## src/rtl/aes_ctr_encrypt_stream.sv

```systemverilog
// AES-CTR encryption sequencer: drives an external AES core with successive
// counter blocks and XORs each returned keystream block with host plaintext.
module aes_ctr_encrypt_stream #(
  parameter int unsigned CTR_WIDTH = 32,
  parameter int unsigned LEN_WIDTH = 16
) (
  input  logic                 clk,
  input  logic                 reset,
  input  logic                 start,
  input  logic [127:0]         nonce,
  input  logic [LEN_WIDTH-1:0] num_blocks,
  input  logic                 abort,
  input  logic                 pt_valid,
  output logic                 pt_ready,
  input  logic [127:0]         pt_data,
  output logic                 ct_valid,
  input  logic                 ct_ready,
  output logic [127:0]         ct_data,
  output logic                 ct_last,
  output logic                 core_start,
  output logic [127:0]         core_block,
  input  logic                 core_done,
  input  logic [127:0]         core_result,
  output logic                 busy,
  output logic                 done,
  output logic                 ctr_wrap
);

  typedef enum logic [2:0] {
    S_IDLE,
    S_GEN,
    S_WAIT_CORE,
    S_WAIT_PT,
    S_OUT
  } state_t;

  state_t               r_state;
  logic [127:0]         r_ctr;
  logic [127:0]         r_keystream;
  logic [LEN_WIDTH-1:0] r_remaining;
  logic                 r_pt_ready;
  logic                 r_ct_valid;
  logic                 r_ct_last;
  logic [127:0]         r_ct_data;
  logic                 r_core_start;
  logic [127:0]         r_core_block;
  logic                 r_busy;
  logic                 r_done;
  logic                 r_ctr_wrap;

  logic [CTR_WIDTH-1:0] w_ctr_lo_inc;
  logic                 w_ctr_lo_max;
  logic                 w_is_last;
  logic [LEN_WIDTH-1:0] w_remaining_dec;

  // Only the low CTR_WIDTH bits of the counter block step; the rest stay as latched.
  assign w_ctr_lo_inc    = r_ctr[CTR_WIDTH-1:0] + CTR_WIDTH'(1);
  assign w_ctr_lo_max    = &r_ctr[CTR_WIDTH-1:0];
  assign w_is_last       = (r_remaining == LEN_WIDTH'(1));
  assign w_remaining_dec = r_remaining - LEN_WIDTH'(1);

  always_ff @(posedge clk) begin
    if (reset) begin
      r_state      <= S_IDLE;
      r_ctr        <= '0;
      r_keystream  <= '0;
      r_remaining  <= '0;
      r_pt_ready   <= 1'b0;
      r_ct_valid   <= 1'b0;
      r_ct_last    <= 1'b0;
      r_ct_data    <= '0;
      r_core_start <= 1'b0;
      r_core_block <= '0;
      r_busy       <= 1'b0;
      r_done       <= 1'b0;
      r_ctr_wrap   <= 1'b0;
    end else if (abort && (r_state != S_IDLE)) begin
      // ct_data and ctr_wrap deliberately keep their values across an abort.
      r_state      <= S_IDLE;
      r_pt_ready   <= 1'b0;
      r_ct_valid   <= 1'b0;
      r_ct_last    <= 1'b0;
      r_core_start <= 1'b0;
      r_busy       <= 1'b0;
      r_done       <= 1'b0;
    end else begin
      r_done <= 1'b0;
      case (r_state)
        S_IDLE: begin
          if (start) begin
            r_ctr       <= nonce;
            r_remaining <= num_blocks;
            r_ctr_wrap  <= 1'b0;
            if (num_blocks == '0) begin
              r_done <= 1'b1;
            end else begin
              r_state      <= S_GEN;
              r_core_start <= 1'b1;
              r_core_block <= nonce;
              r_busy       <= 1'b1;
            end
          end
        end

        S_GEN: begin
          r_core_start <= 1'b0;
          r_state      <= S_WAIT_CORE;
        end

        S_WAIT_CORE: begin
          if (core_done) begin
            r_keystream            <= core_result;
            r_ctr[CTR_WIDTH-1:0]   <= w_ctr_lo_inc;
            if (w_ctr_lo_max) begin
              r_ctr_wrap <= 1'b1;
            end
            r_pt_ready <= 1'b1;
            r_state    <= S_WAIT_PT;
          end
        end

        S_WAIT_PT: begin
          if (pt_valid && r_pt_ready) begin
            r_ct_data   <= r_keystream ^ pt_data;
            r_ct_valid  <= 1'b1;
            r_ct_last   <= w_is_last;
            r_remaining <= w_remaining_dec;
            r_pt_ready  <= 1'b0;
            r_state     <= S_OUT;
          end
        end

        S_OUT: begin
          if (r_ct_valid && ct_ready) begin
            r_ct_valid <= 1'b0;
            r_ct_last  <= 1'b0;
            if (r_remaining == '0) begin
              r_done  <= 1'b1;
              r_busy  <= 1'b0;
              r_state <= S_IDLE;
            end else begin
              r_core_start <= 1'b1;
              r_core_block <= r_ctr;
              r_state      <= S_GEN;
            end
          end
        end

        default: begin
          r_state      <= S_IDLE;
          r_pt_ready   <= 1'b0;
          r_ct_valid   <= 1'b0;
          r_ct_last    <= 1'b0;
          r_core_start <= 1'b0;
          r_busy       <= 1'b0;
        end
      endcase
    end
  end

  assign pt_ready   = r_pt_ready;
  assign ct_valid   = r_ct_valid;
  assign ct_data    = r_ct_data;
  assign ct_last    = r_ct_last;
  assign core_start = r_core_start;
  assign core_block = r_core_block;
  assign busy       = r_busy;
  assign done       = r_done;
  assign ctr_wrap   = r_ctr_wrap;

endmodule

```

## config.mk

```make
export PLATFORM = sky130hd
export DESIGN_NAME = aes_ctr_encrypt_stream
export DESIGN_NICKNAME = d
export VERILOG_FILES = /design/src/rtl/aes_ctr_encrypt_stream.sv
export SDC_FILE = /design/constraint.sdc
export NUM_CORES = 1
export LEC_CHECK = 0
export CORE_AREA = 3 3 263 265
export CTS_BUF_LIST = sky130_fd_sc_hd__clkbuf_16
export DETAILED_ROUTE_END_ITERATION = 12
export DIE_AREA = 0 0 266 268
export GPL_ROUTABILITY_DRIVEN = 0
export GPL_TIMING_DRIVEN = 0
export PLACE_DENSITY = 0.61
export SLEW_MARGIN = 10
export SYNTH_ARGS = -nofsm -noshare
export SYNTH_HDL_FRONTEND = slang
export SYNTH_SLANG_ARGS = --single-unit
```

## constraint.sdc

```tcl
create_clock -name clk -period 3.5 [get_ports clk]
set_clock_uncertainty 0.15 [all_clocks]
set_input_delay 1.05 -clock clk [delete_from_list [all_inputs] [get_ports clk]]
set_output_delay 1.05 -clock clk [all_outputs]
set_load 0.01 [all_outputs]
```

# Yosys cells after proc, flatten, opt, wreduce, memory -nomap -nowiden
# Cells that the tools add are included.
# word_totals
ff_bits	538
latchBits	0
ramBits	0
romBits	0
input_bits	407
out_inout_bits	263
word_cells	106
mem_count	0
# op_classes
addsub	2
mul	0
div_mod_pow	0
order_cmp	0
eq_ne	13
shifts	0
muxes	43
bitwise	6
n_reduce_logical	28
# ops
operator	count
128-bit two-way mux	4
128-bit case mux with 2 select lines	1
128-bit XOR	1
32-bit two-way mux	2
32-bit case mux with 2 select lines	1
32-bit by 1-bit adder with 32-bit output (second input constant)	1
16-bit zero test	2
16-bit two-way mux	2
16-bit case mux with 2 select lines	1
32-bit AND reduction	1
5-bit AND reduction	4
1-bit two-way mux	19
16-bit by 1-bit == test with 1-bit output (second input constant)	1
2-bit != test (second input constant)	8
16-bit by 1-bit subtractor with 16-bit output (second input constant)	1
3-bit two-way mux	5
1-bit case mux with 3 select lines	5
3-bit case mux with 5 select lines	1
3-bit AND reduction	5
3-bit OR reduction	3
4-bit AND reduction	2
3-bit by 2-bit == test with 1-bit output (second input constant)	2
6-bit AND reduction	1
2-bit nonzero test	3
8 further kinds	16

# Longest topological paths before layout
# depth
depth_word	4
ltp_mapped	9
ltp_nobuf	7

# Worst setup path before layout
# Ideal clock, no wire load.
# synth_path
path_type	input -> register
startpoint	in num_blocks[7]
endpoint	reg r_core_block[38], in the netlist core_block[38]
setup_ps	147
t_arrival_ps	2308
path_slack_ps	895
path_stages	8
path_buffers	3
cell_sequence	nor4_1 -> nand4_1 -> o32a_1 -> buf_2 -> buf_2 -> clkbuf_1 -> a21oi_1 -> a311oi_2
# synth_via
elab_chain_cells	3
# synth_rtl
item	line_no	text
start: declaration	11	input logic [LEN_WIDTH-1:0] num_blocks,
16-bit zero test	94	if (num_blocks == '0) begin
2-bit != test (no source line)	--	
6-bit AND reduction (no source line)	--	
end signal: assignment	99	r_core_block <= nonce;
end signal: assignment	143	r_core_block <= r_ctr;
end: declaration	46	logic [127:0] r_core_block;
# Every way passes these cells.
# A chain may end at the register's enable or synchronous reset.

# Worst setup path in the final report
# layout_path
startpoint	in start
endpoint	reg r_ctr[125]
# layout_via
elab_chain_cells	1
# layout_rtl
item	line_no	text
start: declaration	9	input logic start,
3-bit AND reduction (no source line)	--	
end signal: assignment	91	r_ctr <= nonce;
end signal: indexed assignment	113	r_ctr[CTR_WIDTH-1:0] <= w_ctr_lo_inc;
end: declaration	38	logic [127:0] r_ctr;
# Every way passes these cells.

==> flow_summary.toml <==
[outcome]
status = "finished clean"

[route]
vias_per_cell = 5.15
dr.pass1.iters = 7
ant_nets = 0
first_iter_violations = 1582
vias = 22600
routedWlPerCell_um = 22.2
post-route-drc-count = 0
drt-total-wl_um = 97400

[placement]
hpwl_um = 74200
placed_area_um2 = 30800
place_ws_ns = -0.683
dp_cells = 4278
place.port_buffers = 668

[sta]
min_period_ns = 3.42
hold_violations = 0
max_slew.worst_pin.slew_ns = 1.20
drv_slew = 0
holdWs_ns = 0.301
period_share_pct = 97.8
fmax_mhz = 292
setup_viol = 0
maxSlewHeadroom_pct = 19.9
setup_ws_ns = 0.0760
rsz0062_at_grt = "false"

[setup_path]
cp_slowest_cell = "or4b_1"
end_kind = "flip-flop"
cp_data_arrival_time_ns = 3.75
critPathKind = "in2reg"
worstPathCellList = "clkdlybuf4s50_1, or4b_1, clkdlybuf4s15_1, clkbuf_1, nand2_1, a21oi_1"
startpoint_type = "primary input"
reg2reg_depth = 7
cp.required_ns = 3.82
cp_slowest_stage_delay_ns = 0.86
cp_max_fo = 11

[die]
fp.dieArea_um2 = 71300
num_rows = 95
die_h_um = 268
die_x_um = 266
core-area_um2 = 67000
io_pins = 670
start_util_pct = 34.3

[layout]
final_common_cell = "nand2_1"
multi_input_area_um2 = 11100
drive_gt1_share_pct = 7.93
final_area_um2 = 32500
instances_no_fill = 4390
ff_latch_area_um2 = 10800
area_delta_synth_final_pct = 41.5
num-fill-cells = 6691
layout.nets = 3875
mostFrequentLayoutCells = "nand2_1, clkdlybuf4s50_1, dfxtp_1"

[synth]
synth_top_area_share_pct = 46.9
synth_cell_types = 63
yosysTopAreaCell = "dfxtp_1"
ys_seq_area_share_pct = 46.9
syn_nets = 3147
ys_top_cells_by_area = "dfxtp_1, nand2_1, a21oi_1"
synth_edf_count = 0
netlist_instances = 2737
synth_flop_cell = "dfxtp_1"
syn-cell-area_um2 = 23000
ys_ff_latch = 538
synth.avg_cell_area_um2 = 8.40
synthArstFlopShare_pct = 0
yosysWarnings = 0

[hold_path]
hp-class = "reg2reg"
hold_depth = 2

[cts]
cts_buffers = 59
cts_sinks = 538
htree_levels = 2
root_buffer = "clkbuf_16"
cts_buffer_depth = 3
clkLatencyLatePin_ns = 0.62
clk_pin_slew_ns = 0.06
cts_tree = "done"
postCtsSetupRepairBufs = 0

[pwr]
power_leakage_nw = 11.0
total_power_mw = 17.8
p_per_area_nw_per_um2 = 546
max-vdd-ir-drop_mv = 0.371

[global_routing]
grt_pass1_vias = 21500
grt_usage_pct = 26.0
grt_pass1_wl_um = 140000
grt_start_max_net_pins = 17
gr-total-overflow = 0
antenna_found_initial = 22

[flow_run]
cap_viol_max_count = 0
## cells by family (layout without fill, tap and decap cells)
| group | after synthesis | in the layout | synth area share, % |
|---|---|---|---|
| fa+ha+maj | 3 | 3 | 0.163 |
| simple gates | 1048 | 1048 | 18.5 |
| compound gates | 772 | 772 | 24.7 |
| flops | 538 | 538 | 46.9 |
| other cells | 0 | 12 | 0 |
| mux | 3 | 3 | 0.131 |
| xor+xnor | 130 | 130 | 4.95 |
| buf+inv | 243 | 1011 | 4.73 |
## per-stage QoR
| stage | setup TNS [ns] | utilization, % |
|---|---|---|
| after CTS | 0 | 48.4 |
| after global routing | 0 | 48.5 |
| final | 0 | 48.5 |
| after global placement | -170.40 | 45.9 |
| after detailed placement | -175.25 | 45.9 |
| after floorplan | 0 | - |
## worst max-delay path, delay by kind of cell
family          cells  cell delay, ns
buf+inv             3            1.62
simple gates        2            1.00
compound gates      1            0.07
## layer usage
layer	track usage (%)	routed length, µm	vias to the layer above
met4	8.64	3160	16
met1	30.8	38400	10700
met3	7.80	8190	163
met5	0	95	-
li1	-	-	11000
met2	45.0	47500	792
## state kept, by name, indices dropped and copies added, names as in the netlist
register	count
core_block	128
ct_data	128
r_ctr	128
r_keystream	128
r_remaining	16
r_state	3
busy	1
core_start	1
ct_last	1
ct_valid	1
ctr_wrap	1
done	1
pt_ready	1
## cell usage after synthesis, types with 3 or more instances
library cell and number:
nand2_1 756, dfxtp_1 538, a21oi_1 395, nor2_1 183, clkbuf_1 164, a211oi_1 146
xnor2_1 129, a311oi_2 120, buf_2 49, o21ai_0 32, nand3_1 23, a311oi_1 19
nor4_1 16, buf_6 14, nor3_1 14, and3_1 9, nand4_1 9, o22ai_1 9
inv_1 8, a31oi_1 7, buf_1 6, a2111oi_0 5, a21o_1 5, and2_1 5
o21bai_1 5, or3_1 5, nand3b_1 4, o21a_1 4, and4_1 3, ha_1 3
mux2i_1 3, o221ai_1 3
## final timing paths
| check | slack [ns] | to | startpoint |
|---|---|---|---|
| worst max register to register | 0.26 | r_ctr[37] | r_state[1] |
| worst min-delay path | 0.30 | r_ctr[103] | r_ctr[103] |
| worst max-delay path | 0.08 | r_ctr[125] | start |
| worst min register to register | 0.30 | r_ctr[103] | r_ctr[103] |
## power by group
part           internal [mW]  leakage (nW)  total (mW)  switching, mW
clock network           3.11         0.916        5.74           2.63
logic                   2.17          5.66        4.73           2.56
registers               6.80          4.39        7.29          0.487
## layout make-up
class | count | area share [%]
multi-input combinational | 1956 | 34.2
sequential | 538 | 33.1
timing repair buffer | 668 | 20.6
clock buffer | 59 | 4.54
tap | 873 | 3.36
antenna | 12 | 0.0923
buffer | 234 | 3.28
clock inverter | 42 | 0.743
inverter | 8 | 0.0923
## repair_timing
action,4_1_cts,5_1_grt
pin swaps,0,0
hold buffers,0,0
resized for setup,1,8
setup endpoints to repair,8,102
Note: power is estimated with default switching activity, not from simulation.
